$ cat src/rtl/addr_cal_pkg.sv
// Shared types and constant helpers for the multistream read address generator.
package addr_cal_pkg;

    localparam int unsigned DEF_CH_SPAN_LOG2 = 32'd28;
    localparam int unsigned DEF_ALIGN_LOG2   = 32'd6;

    typedef enum logic [1:0] {
        IDLE  = 2'd0,
        CHECK = 2'd1,
        CALC  = 2'd2,
        DONE  = 2'd3
    } state_t;

    function automatic int unsigned stream_shift(input int unsigned streams);
        return $clog2(streams);
    endfunction

    function automatic int unsigned ch_index(input int unsigned ch,
                                             input int unsigned parity,
                                             input int unsigned offset);
        return 32'd2 * ch + parity + offset;
    endfunction

endpackage

$ cat src/rtl/addr_cal_read_multistream_ch_base_calc.sv
// Registered base address of one logical channel: the masked pointer plus the
// span-aligned offset of its physical channel (2*i + parity + CHANNEL_OFFSET).
module ch_base_calc
    import addr_cal_pkg::*;
#(
    parameter int unsigned ADDR_W         = 32'd64,
    parameter int unsigned CHANNEL_INDEX  = 32'd0,
    parameter int unsigned CHANNEL_OFFSET = 32'd0,
    parameter int unsigned CH_SPAN_LOG2   = DEF_CH_SPAN_LOG2
) (
    input  logic              clk,
    input  logic              rst_n,
    input  logic              i_load,
    input  logic              i_parity,
    input  logic [ADDR_W-1:0] i_ptr,
    output logic [ADDR_W-1:0] o_base
);

    localparam int unsigned       EVEN_IDX = ch_index(CHANNEL_INDEX, 32'd0, CHANNEL_OFFSET);
    localparam logic [ADDR_W-1:0] HI_MASK  = {ADDR_W{1'b1}} << CH_SPAN_LOG2;

    logic [ADDR_W-1:0] w_offset;
    logic [ADDR_W-1:0] w_base;
    logic [ADDR_W-1:0] r_base;

    assign w_offset = (ADDR_W'(EVEN_IDX) + ADDR_W'(i_parity)) << CH_SPAN_LOG2;
    assign w_base   = (i_ptr & HI_MASK) + w_offset;

    // Capture the channel base during the request check cycle.
    always_ff @(posedge clk or negedge rst_n) begin
        if (!rst_n) begin
            r_base <= {ADDR_W{1'b0}};
        end else if (i_load) begin
            r_base <= w_base;
        end else begin
            r_base <= r_base;
        end
    end

    assign o_base = r_base;

endmodule

$ cat src/rtl/addr_cal_read_multistream.sv
// Phase-2 read address generator: validates a request, then builds the start
// addresses of every stream of every channel with a sequential accumulator.
module addr_cal_read_multistream
    import addr_cal_pkg::*;
#(
    parameter int unsigned C_M_AXI_ADDR_WIDTH = 32'd64,
    parameter int unsigned C_XFER_SIZE_WIDTH  = 32'd64,
    parameter int unsigned CHANNEL_OFFSET     = 32'd0,
    parameter int unsigned NUM_CH             = 32'd4,
    parameter int unsigned STREAMS_PER_CH     = 32'd4,
    parameter int unsigned CH_SPAN_LOG2       = DEF_CH_SPAN_LOG2,
    parameter int unsigned ALIGN_LOG2         = DEF_ALIGN_LOG2
) (
    input  logic                                                     aclk,
    input  logic                                                     ap_rst_n,
    input  logic                                                     i_start,
    input  logic                                                     i_pass_parity,
    input  logic [C_M_AXI_ADDR_WIDTH-1:0]                            i_ptr_ch_0,
    input  logic [C_XFER_SIZE_WIDTH-1:0]                             i_xfer_size_in_bytes,
    output logic                                                     o_busy,
    output logic                                                     o_read_start,
    output logic [NUM_CH*STREAMS_PER_CH-1:0][C_M_AXI_ADDR_WIDTH-1:0] o_read_addr,
    output logic [C_XFER_SIZE_WIDTH-1:0]                             o_read_size_in_bytes,
    output logic                                                     o_err
);

    localparam int unsigned AW    = C_M_AXI_ADDR_WIDTH;
    localparam int unsigned XW    = C_XFER_SIZE_WIDTH;
    localparam int unsigned NS    = NUM_CH * STREAMS_PER_CH;
    localparam int unsigned SHIFT = stream_shift(STREAMS_PER_CH);
    localparam int unsigned CHK_W = SHIFT + ALIGN_LOG2;
    localparam int unsigned K_W   = (SHIFT == 32'd0) ? 32'd1 : SHIFT;
    localparam logic [XW-1:0] SPAN_LIMIT = XW'(1) << CH_SPAN_LOG2;

    state_t                       r_state;
    logic                         r_parity;
    logic [AW-1:0]                r_ptr;
    logic [XW-1:0]                r_size;
    logic [XW-1:0]                r_stream_size;
    logic [CH_SPAN_LOG2-1:0]      r_acc;
    logic [K_W-1:0]               r_k;
    logic [NS-1:0][AW-1:0]        r_bank;
    logic [NS-1:0][AW-1:0]        r_read_addr;
    logic [XW-1:0]                r_read_size;
    logic                         r_busy;
    logic                         r_read_start;
    logic                         r_err;

    logic [AW-1:0]                w_base [NUM_CH];
    logic [NS-1:0][AW-1:0]        w_bank_val;
    logic [NS-1:0]                w_bank_wr;
    logic                         w_illegal;
    logic                         w_load_base;

    assign w_load_base = (r_state == CHECK);
    assign w_illegal   = (r_size[CHK_W-1:0] != CHK_W'(0)) || (r_size >= SPAN_LIMIT);

    for (genvar g_ch = 0; g_ch < NUM_CH; g_ch++) begin : g_base
        ch_base_calc #(
            .ADDR_W         (AW),
            .CHANNEL_INDEX  (g_ch),
            .CHANNEL_OFFSET (CHANNEL_OFFSET),
            .CH_SPAN_LOG2   (CH_SPAN_LOG2)
        ) u_ch_base_calc (
            .clk      (aclk),
            .rst_n    (ap_rst_n),
            .i_load   (w_load_base),
            .i_parity (r_parity),
            .i_ptr    (r_ptr),
            .o_base   (w_base[g_ch])
        );
    end

    // Base low bits are zero, so OR-ing in the accumulator forms the stream address.
    for (genvar g_j = 0; g_j < NS; g_j++) begin : g_bank
        localparam int unsigned CH = g_j / STREAMS_PER_CH;
        localparam int unsigned KK = g_j % STREAMS_PER_CH;
        assign w_bank_val[g_j] = w_base[CH] | AW'(r_acc);
        assign w_bank_wr[g_j]  = (r_state == CALC) && (r_k == K_W'(KK));
    end

    // Request FSM: accept, check, accumulate stream offsets, publish the bank.
    always_ff @(posedge aclk or negedge ap_rst_n) begin
        if (!ap_rst_n) begin
            r_state       <= IDLE;
            r_parity      <= 1'b0;
            r_ptr         <= {AW{1'b0}};
            r_size        <= {XW{1'b0}};
            r_stream_size <= {XW{1'b0}};
            r_acc         <= {CH_SPAN_LOG2{1'b0}};
            r_k           <= {K_W{1'b0}};
            r_bank        <= '0;
            r_read_addr   <= '0;
            r_read_size   <= {XW{1'b0}};
            r_busy        <= 1'b0;
            r_read_start  <= 1'b0;
            r_err         <= 1'b0;
        end else begin
            r_read_start <= 1'b0;
            case (r_state)
                IDLE: begin
                    if (i_start) begin
                        r_parity <= i_pass_parity;
                        r_ptr    <= i_ptr_ch_0;
                        r_size   <= i_xfer_size_in_bytes;
                        r_busy   <= 1'b1;
                        r_err    <= 1'b0;
                        r_state  <= CHECK;
                    end else begin
                        r_state  <= IDLE;
                    end
                end
                CHECK: begin
                    if (w_illegal) begin
                        r_err   <= 1'b1;
                        r_busy  <= 1'b0;
                        r_state <= IDLE;
                    end else begin
                        r_stream_size <= r_size >> SHIFT;
                        r_acc         <= {CH_SPAN_LOG2{1'b0}};
                        r_k           <= {K_W{1'b0}};
                        r_state       <= CALC;
                    end
                end
                CALC: begin
                    for (int j = 0; j < NS; j++) begin
                        if (w_bank_wr[j]) begin
                            r_bank[j] <= w_bank_val[j];
                        end else begin
                            r_bank[j] <= r_bank[j];
                        end
                    end
                    r_acc <= r_acc + r_stream_size[CH_SPAN_LOG2-1:0];
                    r_k   <= r_k + K_W'(1);
                    if (r_k == K_W'(STREAMS_PER_CH - 32'd1)) begin
                        r_state <= DONE;
                    end else begin
                        r_state <= CALC;
                    end
                end
                DONE: begin
                    r_read_start <= 1'b1;
                    r_read_addr  <= r_bank;
                    r_read_size  <= r_stream_size;
                    r_busy       <= 1'b0;
                    r_state      <= IDLE;
                end
                default: begin
                    r_busy  <= 1'b0;
                    r_state <= IDLE;
                end
            endcase
        end
    end

    assign o_busy               = r_busy;
    assign o_read_start         = r_read_start;
    assign o_read_addr          = r_read_addr;
    assign o_read_size_in_bytes = r_read_size;
    assign o_err                = r_err;

endmodule

$ cat config.mk
export PLATFORM = sky130hd
export DESIGN_NAME = addr_cal_read_multistream
export DESIGN_NICKNAME = d
export VERILOG_FILES = /design/src/rtl/addr_cal_pkg.sv /design/src/rtl/addr_cal_read_multistream_ch_base_calc.sv /design/src/rtl/addr_cal_read_multistream.sv
export SDC_FILE = /design/constraint.sdc
export NUM_CORES = 2
export LEC_CHECK = 0
export ABC_AREA = 1
export CAP_MARGIN = 20
export CELL_PAD_IN_SITES_DETAIL_PLACEMENT = 1
export CELL_PAD_IN_SITES_GLOBAL_PLACEMENT = 1
export CORE_AREA = 4 4 477 479
export DETAILED_ROUTE_END_ITERATION = 12
export DIE_AREA = 0 0 481 483
export PLACE_DENSITY = 0.6
export SYNTH_ARGS = -nofsm -noshare
export SYNTH_HDL_FRONTEND = slang
export SYNTH_SLANG_ARGS = --single-unit
$ cat constraint.sdc
create_clock -name aclk -period 5.2 [get_ports aclk]
set_clock_uncertainty 0.2 [all_clocks]
set_input_delay 1.04 -clock aclk [delete_from_list [all_inputs] [get_ports aclk]]
set_output_delay 1.04 -clock aclk [all_outputs]
set_load 0.005 [all_outputs]
==> metrics.cfg <==
[timing]
min_period_over_period_pct=70.01
final_max_slew_viol_count=0
finalSetupViolations=0
finalHoldViolations=0
tightest_slew_ns=1.107
max_freq_mhz=274.7
maxSlewHeadroom_pct=26.21
setup_tns_ns=0
rsz0062_at_grt=false
layout_min_cycle_time_ns=3.640

[worst_setup_path]
critical_path_class=flop to output port
worstSetupStartpointType=flop
critical_path.cell_chain=clkdlybuf4s50_1
worstPathArrival_ns=2.40
crit_required_ns=3.96
endpoint_kind=output port
cpMaxStageDelayCell=clkdlybuf4s50_1
path_max_fanout=5
crit_buf_inv=1
critPathTopFamily=buffers and inverters
max_stage_delay_ns=1.04
regToRegSetupSlack_ns=1.78

[route]
num_vias=48530
drtIter0Drc=2924
first_pass_iters=5
drt_wl_total_mm=262.6
vias_per_cell=4.712
drtAntennaViolNets=0
wl_per_cell_um=25.50
drc=0

[clock_tree]
cts_tree=built
clkTransAtPathRegs_ns=0.05
clkLatencyLatePin_ns=0.84
clock_sinks=1735
cts-buffers-inserted=192
root_buffer=clkbuf_16
htree_levels=4
clock_tree.buffer_depth=3

[yosys]
synth.distinct_cells=39
synth_cells=6326
ys_seq_elements=1735
seq_area_frac_synth_pct=61.99
synth.avg_cell_area_um2=11.07
yosysWarnings=0
syn_area_mm2=0.07004

[die]
rows=174
start_util_pct=31.32
dieArea_mm2=0.2323
die_w_um=481
core_mm2=0.2236
pin_count=1223
die_h_um=483

[power_and_ir_drop]
swShare_pct=34.56
clock_power_share_pct=27.2
p_leak_nw=40.93
pwr-share-seq_pct=40.6
peakVddDrop_v=0.0003399
p_int_mw=34.79
totalPowerFinal_mw=53.17
p_per_area_mw_per_mm2=593.1
p_sw_mw=18.37
p_comb_share_pct=32.2

[hold_path]
hp-class=flop to flop

[grt]
grtUsageTotal_pct=22.22
grt_max_degree=151
grt_pass1_wl_mm=379.1
overflow=0
antenna_found_initial=40
grt_pass1_vias=50970

[job]
cap_violations=0

[layout]
area_delta_synth_final_pct=27.99
nets=7305
final_cell_area_mm2=0.08964
final_layout_size_suffix_gt1_share_pct=16.15

[place]
place.gp.congestion=0.8670
io_buffer_count=1192
post_dp_cell_area_mm2=0.08283
dpl.hpwl_mm=193.8

[run_status]
status=completed

==> power by group through the flow <==
stage	clock, mW	sequential (mW)	combinational, mW
6_report	14.5	21.6	17.1
5_1_grt	15.5	22.2	18.8
4_1_cts	15.0	21.6	17.6
3_5_place_dp	0	21.8	17.5
3_3_place_gp	0	21.6	17.1
2_1_floorplan	0	20.7	8.08
==> routing by layer <==
layer | part of all wire, % | GRT usage (%)
met1 | 44 | 29.69
met2 | 46 | 35.18
met3 | 7.6 | 6.701
met4 | 2.4 | 5.737
met5 | 0.040 | 0
==> registers in the layout, indices dropped and copies added, names as in the netlist, named ones only <==
register and flops:
o_busy 1, r_bank 668, o_err 1, r_acc 28
g_base.u_ch_base_calc.o_base 139, r_parity 1, o_read_size_in_bytes 62, o_read_start 1
o_read_addr 668, r_state 1, r_size 64, r_k 2
r_ptr 36, r_stream_size 62
==> cell usage after synthesis (all sizes together) <==
cell,count,area share [%]
o21bai,2,0.021
nor3,18,0.20
fa,1,0.029
mux2,728,12
clkbuf,190,1.0
inv,421,2.3
nor3b,1,0.018
buf,470,4.6
conb,1,0.0054
xor2,65,0.81
a2bb2oi,1,0.013
o21ai,817,5.8
a22oi,7,0.075
or2,5,0.045
nand3b,8,0.086
nand2,1189,6.4
o22ai,22,0.20
nand3,105,0.75
a31oi,21,0.19
clkinv,4,0.021
ha,39,0.70
o21a,2,0.021
nand4,19,0.17
dfrtp,1735,62
nor2,313,1.7
a21oi,132,0.98
xnor2,8,0.10
and2,2,0.018
==> layout make-up <==
| type | count | area [µm²] |
|---|---|---|
| clock buffer | 275 | 5629 |
| antenna | 13 | 32.53 |
| inverter | 425 | 1600 |
| clock inverter | 80 | 1134 |
| sequential | 1735 | 43420 |
| timing repair buffer | 1272 | 12940 |
| fill | 24150 | 133900 |
| multi-input combinational | 3507 | 21140 |
| tap | 2992 | 3744 |
==> path summary, 6_finish.rpt <==
path | start | to | cells after the start
max | o_read_addr[194]$_DFFE_PN0P_ | o_read_addr[962] | 1
min in group asynchronous | ap_rst_n | o_read_addr[358]$_DFFE_PN0P_ | 2
max reg2reg | flop | r_acc[10]$_DFFE_PN0P_ | 13
max in group asynchronous | ap_rst_n | r_bank[863]$_DFFE_PN0P_ | 4
min reg2reg | r_bank[91]$_DFFE_PN0P_ | r_bank[91]$_DFFE_PN0P_ | 2
min | r_bank[91]$_DFFE_PN0P_ | r_bank[91]$_DFFE_PN0P_ | 2
==> cell families after synthesis <==
group	count (synthesis)	share of synthesized area [%]
compound gates	1004	7.333
xor+xnor	73	0.9129
fa+ha+maj	40	0.7253
buf+inv	1085	7.916
flops	1735	61.99
mux	728	11.70
other cells	1	0.005354
simple gates	1660	9.413
==> layout by cell type, fill, tap and decap left out, types with 12 or more instances in the layout <==
master           synthesis  final
o22ai_1                 22     22
nor3_1                  12     12
nand3_1                105    105
xor2_1                  65     65
nand2_1               1186   1181
clkbuf_16                0    194
o21ai_1                 18     18
dfrtp_1               1735   1735
diode_2                  0     13
nor2_1                 298    298
mux2_2                 728    728
o21ai_0                798    798
nand4_1                 19     19
clkbuf_8                 0     47
inv_1                  412    412
ha_1                    39     37
buf_4                  363     48
a21oi_1                130    130
clkdlybuf4s50_1          0   1191
nor2_2                  13     13
clkinv_2                 0     35
clkbuf_1               190     34
a31oi_1                 21     21
buf_12                   0     31
bufinv_16                0     21
==> what timing repair did <==
item / 4_1_cts / 5_1_grt
endpoints found under the hold margin: 4 / 0
hold buffers: 1 / 0
resized for setup: 0 / 0
buffers inserted: 0 / 0
==> per-stage QoR <==
step                      hold slack, ns  utilization, %  cells  setup WS [ns]
final                             0.2774           40.09  10300          1.560
after global routing              0.2936           40.08  10290          1.416
after CTS                         0.2818           40.08  10290          1.461
after detailed placement          0.2673           37.05   9930          1.750
after global placement            0.2601           37.05   9930          1.779
after floorplan                   0.2476               -   6327          2.924
Power figures use the tool's default switching activity.
